**src/rtl/cpu_pkg.sv**
```systemverilog
// Shared encodings for the execute-stage front end: ALU ops, result sources, forward selects.
// No logic of its own; imported by id_ex_stage and forward_unit.
// Holds no state and never applies backpressure.
package cpu_pkg;

    localparam logic [2:0] ALU_ADD = 3'b000;
    localparam logic [2:0] ALU_SUB = 3'b001;
    localparam logic [2:0] ALU_AND = 3'b010;
    localparam logic [2:0] ALU_OR  = 3'b011;
    localparam logic [2:0] ALU_SRL = 3'b100;
    localparam logic [2:0] ALU_SLT = 3'b101;
    localparam logic [2:0] ALU_SLL = 3'b110;
    localparam logic [2:0] ALU_SRA = 3'b111;

    localparam logic [1:0] RES_ALU  = 2'b00;
    localparam logic [1:0] RES_LOAD = 2'b01;
    localparam logic [1:0] RES_PC4  = 2'b10;

    typedef enum logic [1:0] {
        FWD_REG = 2'd0,
        FWD_MEM = 2'd1,
        FWD_WB  = 2'd2
    } fwd_sel_t;

    function automatic logic is_load(input logic [1:0] result_src);
        return result_src == RES_LOAD;
    endfunction

endpackage

```
**src/rtl/forward_unit.sv**
```systemverilog
// Picks the source of one execute operand: memory result, writeback result or register file.
// Combinational, zero latency.
// No backpressure; it only observes the M/W write ports.
module forward_unit
    import cpu_pkg::*;
#(
    parameter int REGW = 5
) (
    input  logic [REGW-1:0] rs,
    input  logic [REGW-1:0] rdM,
    input  logic [REGW-1:0] rdW,
    input  logic            RegWriteM,
    input  logic            RegWriteW,
    output fwd_sel_t        sel
);

    // Memory is the younger producer, so it shadows writeback; x0 always reads as the register file.
    always_comb begin
        sel = FWD_REG;
        if (RegWriteM && (rdM == rs) && (rs != '0)) begin
            sel = FWD_MEM;
        end else if (RegWriteW && (rdW == rs) && (rs != '0)) begin
            sel = FWD_WB;
        end
    end

endmodule

```
**src/rtl/id_ex_stage.sv**
```systemverilog
// Decode/execute pipeline register with operand forwarding and load-use detection.
// One cycle D->E; operand muxes and hazard flag are combinational on registered state.
// Holds on stall, bubbles on flush (flush wins); never stalls on its own.
module id_ex_stage
    import cpu_pkg::*;
#(
    parameter int XLEN = 32,
    parameter int REGW = 5
) (
    input  logic            clk,
    input  logic            rst,
    input  logic            stall,
    input  logic            flush,
    input  logic            validD,
    input  logic [XLEN-1:0] RD1D,
    input  logic [XLEN-1:0] RD2D,
    input  logic [XLEN-1:0] ImmExtD,
    input  logic [XLEN-1:0] PCD,
    input  logic [REGW-1:0] rs1D,
    input  logic [REGW-1:0] rs2D,
    input  logic [REGW-1:0] rdD,
    input  logic [2:0]      ALUctrlD,
    input  logic            ALUsrcAD,
    input  logic            ALUsrcBD,
    input  logic            RegWriteD,
    input  logic            MemWriteD,
    input  logic            BranchD,
    input  logic            JumpD,
    input  logic [1:0]      ResultSrcD,
    input  logic [REGW-1:0] rdM,
    input  logic [REGW-1:0] rdW,
    input  logic            RegWriteM,
    input  logic            RegWriteW,
    input  logic [XLEN-1:0] ALUResultM,
    input  logic [XLEN-1:0] ResultW,
    output logic [XLEN-1:0] ALUop1,
    output logic [XLEN-1:0] ALUop2,
    output logic [2:0]      ALUctrl,
    output logic [XLEN-1:0] WriteDataE,
    output logic [XLEN-1:0] PCE,
    output logic [XLEN-1:0] ImmExtE,
    output logic [REGW-1:0] rdE,
    output logic            RegWriteE,
    output logic            MemWriteE,
    output logic            BranchE,
    output logic            JumpE,
    output logic            validE,
    output logic [1:0]      ResultSrcE,
    output logic            loadUseHazard
);

    typedef struct packed {
        logic            valid;
        logic [XLEN-1:0] rd1;
        logic [XLEN-1:0] rd2;
        logic [XLEN-1:0] imm;
        logic [XLEN-1:0] pc;
        logic [REGW-1:0] rs1;
        logic [REGW-1:0] rs2;
        logic [REGW-1:0] rd;
        logic [2:0]      alu_ctrl;
        logic            src_a;
        logic            src_b;
        logic            reg_write;
        logic            mem_write;
        logic            branch;
        logic            jump;
        logic [1:0]      result_src;
    } ex_regs_t;

    ex_regs_t d;
    ex_regs_t q;

    always_comb begin
        d            = '0;
        d.valid      = validD;
        d.rd1        = RD1D;
        d.rd2        = RD2D;
        d.imm        = ImmExtD;
        d.pc         = PCD;
        d.rs1        = rs1D;
        d.rs2        = rs2D;
        d.rd         = rdD;
        d.alu_ctrl   = ALUctrlD;
        d.src_a      = ALUsrcAD;
        d.src_b      = ALUsrcBD;
        d.reg_write  = RegWriteD;
        d.mem_write  = MemWriteD;
        d.branch     = BranchD;
        d.jump       = JumpD;
        d.result_src = ResultSrcD;
    end

    // An all-zero register is a bubble: invalid, no side effects, ALU op = add.
    always_ff @(posedge clk) begin
        if (rst || flush) begin
            q <= '0;
        end else if (!stall) begin
            q <= d;
        end
    end

    fwd_sel_t sel_a;
    fwd_sel_t sel_b;

    forward_unit #(.REGW(REGW)) u_fwd_a (
        .rs        (q.rs1),
        .rdM       (rdM),
        .rdW       (rdW),
        .RegWriteM (RegWriteM),
        .RegWriteW (RegWriteW),
        .sel       (sel_a)
    );

    forward_unit #(.REGW(REGW)) u_fwd_b (
        .rs        (q.rs2),
        .rdM       (rdM),
        .rdW       (rdW),
        .RegWriteM (RegWriteM),
        .RegWriteW (RegWriteW),
        .sel       (sel_b)
    );

    logic [XLEN-1:0] fwd_a;
    logic [XLEN-1:0] fwd_b;

    always_comb begin
        case (sel_a)
            FWD_MEM: fwd_a = ALUResultM;
            FWD_WB:  fwd_a = ResultW;
            default: fwd_a = q.rd1;
        endcase
    end

    always_comb begin
        case (sel_b)
            FWD_MEM: fwd_b = ALUResultM;
            FWD_WB:  fwd_b = ResultW;
            default: fwd_b = q.rd2;
        endcase
    end

    assign ALUop1     = q.src_a ? q.pc  : fwd_a;
    assign ALUop2     = q.src_b ? q.imm : fwd_b;
    // Store data always comes from rs2, even when op2 is the immediate.
    assign WriteDataE = fwd_b;

    assign ALUctrl    = q.alu_ctrl;
    assign PCE        = q.pc;
    assign ImmExtE    = q.imm;
    assign rdE        = q.rd;
    assign RegWriteE  = q.reg_write;
    assign MemWriteE  = q.mem_write;
    assign BranchE    = q.branch;
    assign JumpE      = q.jump;
    assign validE     = q.valid;
    assign ResultSrcE = q.result_src;

    // A load's data is not forwardable from memory, so a consumer in decode must wait a cycle.
    assign loadUseHazard = q.valid && is_load(q.result_src) && (q.rd != '0)
                           && ((q.rd == rs1D) || (q.rd == rs2D));

endmodule

```
**config.mk**
```make
export PLATFORM = sky130hd
export DESIGN_NAME = id_ex_stage
export DESIGN_NICKNAME = d
export VERILOG_FILES = /design/src/rtl/cpu_pkg.sv /design/src/rtl/forward_unit.sv /design/src/rtl/id_ex_stage.sv
export SDC_FILE = /design/constraint.sdc
export NUM_CORES = 1
export LEC_CHECK = 0
export ABC_AREA = 1
export BUFFER_PORTS_ARGS = -buffer_cell sky130_fd_sc_hd__buf_2
export CAP_MARGIN = 20
export CORE_AREA = 4 4 156 158
export CTS_CLUSTER_DIAMETER = 200
export DETAILED_ROUTE_END_ITERATION = 6
export DIE_AREA = 0 0 160 162
export GPL_TIMING_DRIVEN = 0
export PLACE_DENSITY_LB_ADDON = 0.05
export SETUP_SLACK_MARGIN = 0.3
export SLEW_MARGIN = 20
export SYNTH_ARGS = -nofsm -noshare
export SYNTH_HDL_FRONTEND = slang
export SYNTH_SLANG_ARGS = --single-unit
```
**constraint.sdc**
```tcl
create_clock -name clk -period 1.6 [get_ports clk]
set_input_delay 0.24 -clock clk [delete_from_list [all_inputs] [get_ports clk]]
set_output_delay 0.24 -clock clk [all_outputs]
set_load 0.1 [all_outputs]
```
==> flow_metrics.tcl, run 1 <==
set metrics [dict create \
    status "finished, violations left" \
    violations "negative setup slack" \
    dp_cells 2097 \
    cts_max_level 4 \
    die_y_um 162 \
    tritoncts "built" \
    skew_ns 0 \
    finalCritPeriodShare_pct 154 \
    setup_tns_ns -75.48 \
    synth_nets 1633 \
    grt_pass1_wl_mm 65.3 \
    total_power_mw 12.8 \
    r2r_slack_ns -0.70 \
    ant_nets 0 \
    synthXorXnorAreaFrac_pct 1.12 \
    synth_compound_area_share_pct 8.94 \
    synth_warnings 0 \
    synth_top_family_by_area "simple AND/OR/NAND/NOR gates" \
    fillCellCount 1514 \
    rsz0062_at_grt "true" \
    placement.io_buffers 409 \
    clockBufferDepth 2 \
    synth_area_um2 9410 \
    netlist-cell-type-count 29 \
    r2r_cells 17 \
    fin_crit_ns 2.47 \
    dp_hpwl_mm 32.5 \
    drt_wl_total_mm 46.3 \
    drtPass1Iterations 5 \
    crit_path_end_kind "primary output" \
    worstSetupPathType "reg -> out" \
    antenna_found_initial 10 \
    ys_seq_area_share_pct 33.0 \
    cp_slowest_cell "dfxtp_2" \
    grt_overflow 0 \
    crit_arrival_ns 2.23 \
    pre_cts_ws_ns -0.768 \
    worst_pin_slew_ns 0.840 \
    reg2reg_to "q[25]$_SDFFE_PP0N_" \
    hold_viol_final 0 \
    clkLatencyLatePin_ns 0.43 \
    hold_class "in -> reg" \
    critPathMaxStageDelay_ns 0.37 \
    dieArea_um2 25900 \
    slew_viol_final 0 \
    cp_data_required_time_ns 1.36 \
    synth-simple-area-share_pct 43.8 \
    layout.cells.non_filler 2195 \
    path_clk_slew_ns 0.07 \
    finalWorstSetupSlack_ns -0.871 \
    die_w_um 160 \
    multi_input_area_um2 7520 \
    startpoint_type "flip-flop" \
    viasPerCell 5.24 \
    drc 0 \
    gp_congestion 0.920 \
    crit_path_frequent_cell "nor2_4" \
    syn_to_final_growth_pct 96.2 \
    final_cell_mix "nand2_1, buf_2, buf_12" \
    hold_depth 3 \
    core_um2 23100 \
    drive_gt1_share_pct 58.0 \
    synth_mux_area_share_pct 0 \
    num_rows 56 \
    holdPathEnd "PCE[10]$_SDFFE_PP0N_" \
    seq_area_um2 3230 \
    drt_iter0_drc 895 \
    hp-start "PCD[10]" \
    final_common_cell "nand2_1" \
    leakagePower_nw 7.98 \
    grt_max_degree 17 \
    path_cells "inv_4 -> nand2_1 -> nand2_1 -> nor2_2 -> nand2_2 -> nor2_4 -> buf_12 -> buf_8 -> nand3_4 -> nand2_4 -> nor2_4 -> nor2_4 -> buf_12" \
    clockRootBuffer "clkbuf_16" \
    synthCells 1398 \
    max_cap_violations 0 \
    fin_area_um2 18500 \
    placed_cell_area_um2 13200 \
    avgSynthCellArea_um2 6.73 \
    first_global_vias 11200 \
    critPathTopFamily "simple AND/OR/NAND/NOR gates" \
    initial_core_util_pct 40.7 \
    vias 11500 \
    final_nets 2118 \
    ys_ff_latch 155 \
    detail_route.wl_per_cell_um 21.1 \
    clock-sinks 155 \
    cts_buffers 17 \
    cp_max_fo 7 \
    finalSetupViolations 98 \
    grtUsageTotal_pct 32.3 \
    fmax_mhz 405 \
    relSlewSlack_pct 44.0 \
    fin_hold_ws_ns 0.0429 \
    cp_num_cells 13 \
    utilization_pct 79.8 \
    vdd_ir_drop_max_mv 0.632 \
    yosys.area_share.adder_pct 0 \
    power.density_nw_per_um2 692 \
    critPathBufInv 4 \
    rr_startpoint "q[25]$_SDFFE_PP0N_" \
    io-pin-count 411 \
]
[worst reg2reg max path: stages, from the launching register on]
cell and delay, ns:
dfxtp_4 0.41, inv_4 0.05, buf_6 0.11, buf_6 0.10
buf_6 0.10, buf_6 0.10, buf_6 0.10, buf_6 0.10
buf_6 0.11, buf_6 0.10, buf_6 0.10, buf_4 0.12
buf_6 0.11, buf_6 0.11, buf_6 0.10, buf_6 0.10
buf_6 0.10, a211oi_2 0.18
[layer usage]
metal	routed length, um	share of wire (%)	track usage, %
met4	1790	3.9	13.3
met5	13	0.028	0
met3	3430	7.4	6.95
met2	23000	50	55.0
met1	18100	39	40.0
[flip-flops by register name (all words and copies together), names as in the netlist]
| register | cells |
|---|---|
| MemWriteE | 1 |
| q | 76 |
| PCE | 32 |
| RegWriteE | 1 |
| BranchE | 1 |
| ImmExtE | 32 |
| JumpE | 1 |
| ResultSrcE | 2 |
| ALUctrl | 3 |
| validE | 1 |
| rdE | 5 |
[repair_timing]
| action | in CTS | in global routing |
|---|---|---|
| pin swaps | 70 | 72 |
| hold buffers | 0 | 0 |
| buffers inserted | 34 | 10 |
| gates cloned | 9 | 4 |
| setup endpoints to repair | 302 | 250 |
| resized for setup | 802 | 335 |
| endpoints found under the hold margin | 0 | 0 |
[worst max path at each step]
stage	slack (ns)	from	endpoint
after floorplan	-0.36	q[17]$_SDFFE_PP0N_	ALUop2[24]
after global placement	-0.77	q[6]$_SDFFE_PP0N_	ALUop2[18]
after detailed placement	-0.77	q[6]$_SDFFE_PP0N_	ALUop2[18]
after CTS	-0.85	q[18]$_SDFFE_PP0N_	ALUop2[10]
after global routing	-0.96	q[21]$_SDFFE_PP0N_	ALUop1[1]
final	-0.87	q[24]$_SDFFE_PP0N_	ALUop1[21]
[final cells by class]
class | count | area share [%]
diodes | 9 | 0.122
plain buffers | 173 | 7.61
clock buffers | 19 | 2.40
clock inverters | 13 | 0.841
inverters | 32 | 0.773
multi-input cells | 1038 | 40.7
flip-flops and latches | 155 | 17.5
well taps | 290 | 1.97
repair buffers | 466 | 28.1
[synth_stat cells]
| master | n | area share (%) |
|---|---|---|
| a21oi_2 | 1 | 0.093 |
| nand2_1 | 523 | 21 |
| nand2_8 | 1 | 0.21 |
| inv_1 | 18 | 0.72 |
| nor3b_1 | 1 | 0.080 |
| nor2_2 | 2 | 0.13 |
| nor2_1 | 125 | 5.0 |
| or2_2 | 1 | 0.067 |
| nand3_1 | 105 | 5.6 |
| nor2_8 | 5 | 1.1 |
| o2111ai_1 | 1 | 0.093 |
| a211oi_1 | 15 | 1.2 |
| buf_2 | 18 | 0.96 |
| clkbuf_1 | 55 | 2.2 |
| a21oi_1 | 142 | 7.6 |
| clkbuf_8 | 1 | 0.15 |
| inv_2 | 12 | 0.48 |
| nand4_1 | 3 | 0.20 |
| dfxtp_1 | 155 | 33 |
| clkinv_1 | 2 | 0.080 |
| nand2_4 | 1 | 0.12 |
| nand3_2 | 95 | 10 |
| xor2_1 | 3 | 0.28 |
| xnor2_1 | 9 | 0.84 |
| buf_1 | 4 | 0.16 |
| nand2_2 | 5 | 0.33 |
| buf_4 | 80 | 6.4 |
| buf_6 | 12 | 1.4 |
| buf_12 | 3 | 0.64 |
[report_power, final]
part | internal (mW) | switching (mW) | total (mW)
Sequential | 3.99 | 0.126 | 4.11
Clock | 2.39 | 1.86 | 4.25
Combinational | 1.56 | 2.85 | 4.41
[cell families (layout without fill, tap and decap cells)]
family	Yosys count	count (layout)
DFF	155	155
AOI/OAI and AO/OA	159	159
and+or+nand+nor	867	867
other	0	9
xor gates and xnor gates	12	12
buffers and inverters	205	703
Power figures use the tool's default switching activity.
==> inputs of run 2 (changes only) <==
--- a/config.mk
+++ b/config.mk
@@ -14,6 +14,7 @@
 export DIE_AREA = 0 0 160 162
 export GPL_TIMING_DRIVEN = 0
 export PLACE_DENSITY_LB_ADDON = 0.05
+export REMOVE_ABC_BUFFERS = 1
 export SETUP_SLACK_MARGIN = 0.3
 export SLEW_MARGIN = 20
 export SYNTH_ARGS = -nofsm -noshare
==> flow_metrics.tcl, run 2 (synthesis gave the netlist of run 1 again) <==
set metrics [dict create \
    drt_iter0_drc 808 \
    critPathMaxStageDelay_ns 0.38 \
    drive_gt1_share_pct 53.0 \
    cts_max_level 4 \
    hold_class "in -> reg" \
    worstSetupPathType "reg -> out" \
    crit_arrival_ns 2.29 \
    startpoint_type "flip-flop" \
    hp-start "PCD[25]" \
    detail_route.wl_per_cell_um 22.4 \
    vias 11400 \
    clkPwrFrac_pct 32.6 \
    num_rows 56 \
    die_w_um 160 \
    grtUsageTotal_pct 32.2 \
    clockBufferDepth 2 \
    path_cells "inv_4 -> nand2_2 -> nand2_1 -> nor2_1 -> nand2_1 -> nor2_4 -> buf_6 -> buf_16 -> buf_12 -> nand3_2 -> nand2_2 -> nor2_4 -> nor2_4 -> buf_12" \
    tritoncts "built" \
    dieArea_um2 25900 \
    combPwrFrac_pct 34.0 \
    antenna_found_initial 19 \
    core_um2 23100 \
    met1_usage_pct 38.7 \
    placed_cell_area_um2 11000 \
    drt_wl_total_mm 47.2 \
    multi_input_area_um2 6740 \
    io-pin-count 411 \
    reg2reg_to "q[6]$_SDFFE_PP0N_" \
    clkLatencyLatePin_ns 0.45 \
    use_met2_pct 55.8 \
    crit_path_frequent_cell "nor2_4" \
    leakagePower_nw 7.56 \
    initial_core_util_pct 40.7 \
    clockRootBuffer "clkbuf_16" \
    grt_use_met3_pct 9.44 \
    cp_data_required_time_ns 1.36 \
    netSwitchingFraction_pct 38.8 \
    finalWorstSetupSlack_ns -0.930 \
    syn_to_final_growth_pct 84.8 \
    finalSetupViolations 97 \
    cts_buffers 17 \
    gp_congestion 0.844 \
    worst_pin_slew_ns 0.443 \
    final_nets 2023 \
    power.density_nw_per_um2 711 \
    first_global_vias 10600 \
    hold_depth 3 \
    viasPerCell 5.44 \
    seq_area_um2 3230 \
    rr_startpoint "q[6]$_SDFFE_PP0N_" \
    r2r_cells 4 \
    grt_max_degree 93 \
    slew_viol_final 0 \
    gr-max-usage-layer "met2" \
    status "finished, violations left" \
    switchingPower_mw 4.80 \
    drtPass1Iterations 5 \
    finalCritPeriodShare_pct 158 \
    max_cap_violations 0 \
    crit_path_end_kind "primary output" \
    grt_pass1_wl_mm 64.2 \
    critPathTopFamily "simple AND/OR/NAND/NOR gates" \
    internal-power_mw 7.56 \
    holdPathEnd "PCE[25]$_SDFFE_PP0N_" \
    largest_reg_flops 76 \
    cp_slowest_cell "dfxtp_4" \
    path_clk_slew_ns 0.07 \
    fillCellCount 1685 \
    largest-register "q" \
    skew_ns 0 \
    placement.io_buffers 410 \
    violations "negative setup slack" \
    vdd_ir_drop_max_mv 0.508 \
    ant_nets 0 \
    fmax_mhz 395 \
    hold_buffers 0 \
    grt_overflow 0 \
    dp_cells 1936 \
    pwr-share-seq_pct 33.4 \
    final_cell_mix "nand2_1, buf_2, buf_12" \
    rsz0062_at_grt "true" \
    die_y_um 162 \
    r2r_slack_ns 0.42 \
    dp_hpwl_mm 24.0 \
    fin_area_um2 17400 \
    final_common_cell "nand2_1" \
    hold_viol_final 0 \
    setup_tns_ns -82.75 \
    layout.cells.non_filler 2103 \
    critPathBufInv 5 \
    relSlewSlack_pct 70.5 \
    clock-sinks 155 \
    cp_max_fo 5 \
    drc 0 \
    fin_crit_ns 2.53 \
]
==> run 2: changes by cell type in the layout (fill, tap and decap cells not counted), moves of 23 or more <==
cell and delta:
nand2_1 +45, nor2_4 -45, nand2_8 -23, clkbuf_1 -49, nand3_2 -43, nand3_4 +26, nand2_4 -43, nor2_1 +39
buf_4 -55, nand2_2 +29
==> run 2: layer usage <==
metal  up-vias  wire length, um
met5         -              102
met1      5471            17700
li1       5257                -
met4        14             1500
met3       121             3960
met2       572            23900
==> run 2: layout make-up <==
type | count | area share [%]
flip-flops and latches | 155 | 18.6
repair buffers | 529 | 35.8
diodes | 12 | 0.173
well taps | 290 | 2.09
multi-input cells | 1050 | 38.7
repair inverters | 3 | 0.439
clock inverters | 13 | 0.619
inverters | 32 | 1.01
clock buffers | 19 | 2.61
==> run 2: timing repair <==
| action | CTS | global route |
|---|---|---|
| setup endpoints to repair | 269 | 161 |
| cloned | 22 | 8 |
| gates resized for setup | 742 | 429 |
| pin swaps | 81 | 134 |
| setup buffers | 49 | 44 |
==> run 2: power by group through the flow <==
stage	clock, mW	sequential, mW	combinational (mW)
after floorplan	0	4.61	1.63
after global placement	0	4.17	2.90
after detailed placement	0	4.17	2.93
final	4.02	4.13	4.21
after CTS	4.03	4.10	3.75
after global routing	4.19	4.14	4.37
==> run 2: worst register-to-register path: stages, from the launching register on <==
cell and delay (ns):
dfxtp_4 0.36, buf_12 0.16, inv_4 0.19, clkbuf_16 0.26, a211oi_1 0.09
==> run 2: worst max-delay path by stage <==
stage	startpoint	slack, ns	to	depth (start not counted)
after floorplan	q[24]$_SDFFE_PP0N_	-2.21	ALUop1[0]	10
after global placement	stall	-7.30	ImmExtE[2]$_SDFFE_PP0N_	4
after detailed placement	q[21]$_SDFFE_PP0N_	-1.48	ALUop1[14]	12
after CTS	q[25]$_SDFFE_PP0N_	-0.86	ALUop1[18]	11
after global routing	q[23]$_SDFFE_PP0N_	-1.02	ALUop1[9]	13
final	q[23]$_SDFFE_PP0N_	-0.93	ALUop1[1]	14
==> run 2: per-stage QoR <==
| step | total power, mW | setup slack (ns) | util (%) | hold slack [ns] |
|---|---|---|---|---|
| 2_1_floorplan | 6.24 | -2.21 | - | 0.336 |
| 3_3_place_gp | 7.07 | -7.30 | 46.3 | 0.450 |
| 3_5_place_dp | 7.10 | -1.48 | 47.6 | 0.453 |
| 4_1_cts | 11.9 | -0.858 | 65.7 | 0.0172 |
| 5_1_grt | 12.7 | -1.02 | 75.2 | 0.0200 |
| 6_report | 12.4 | -0.930 | 75.2 | 0.0163 |
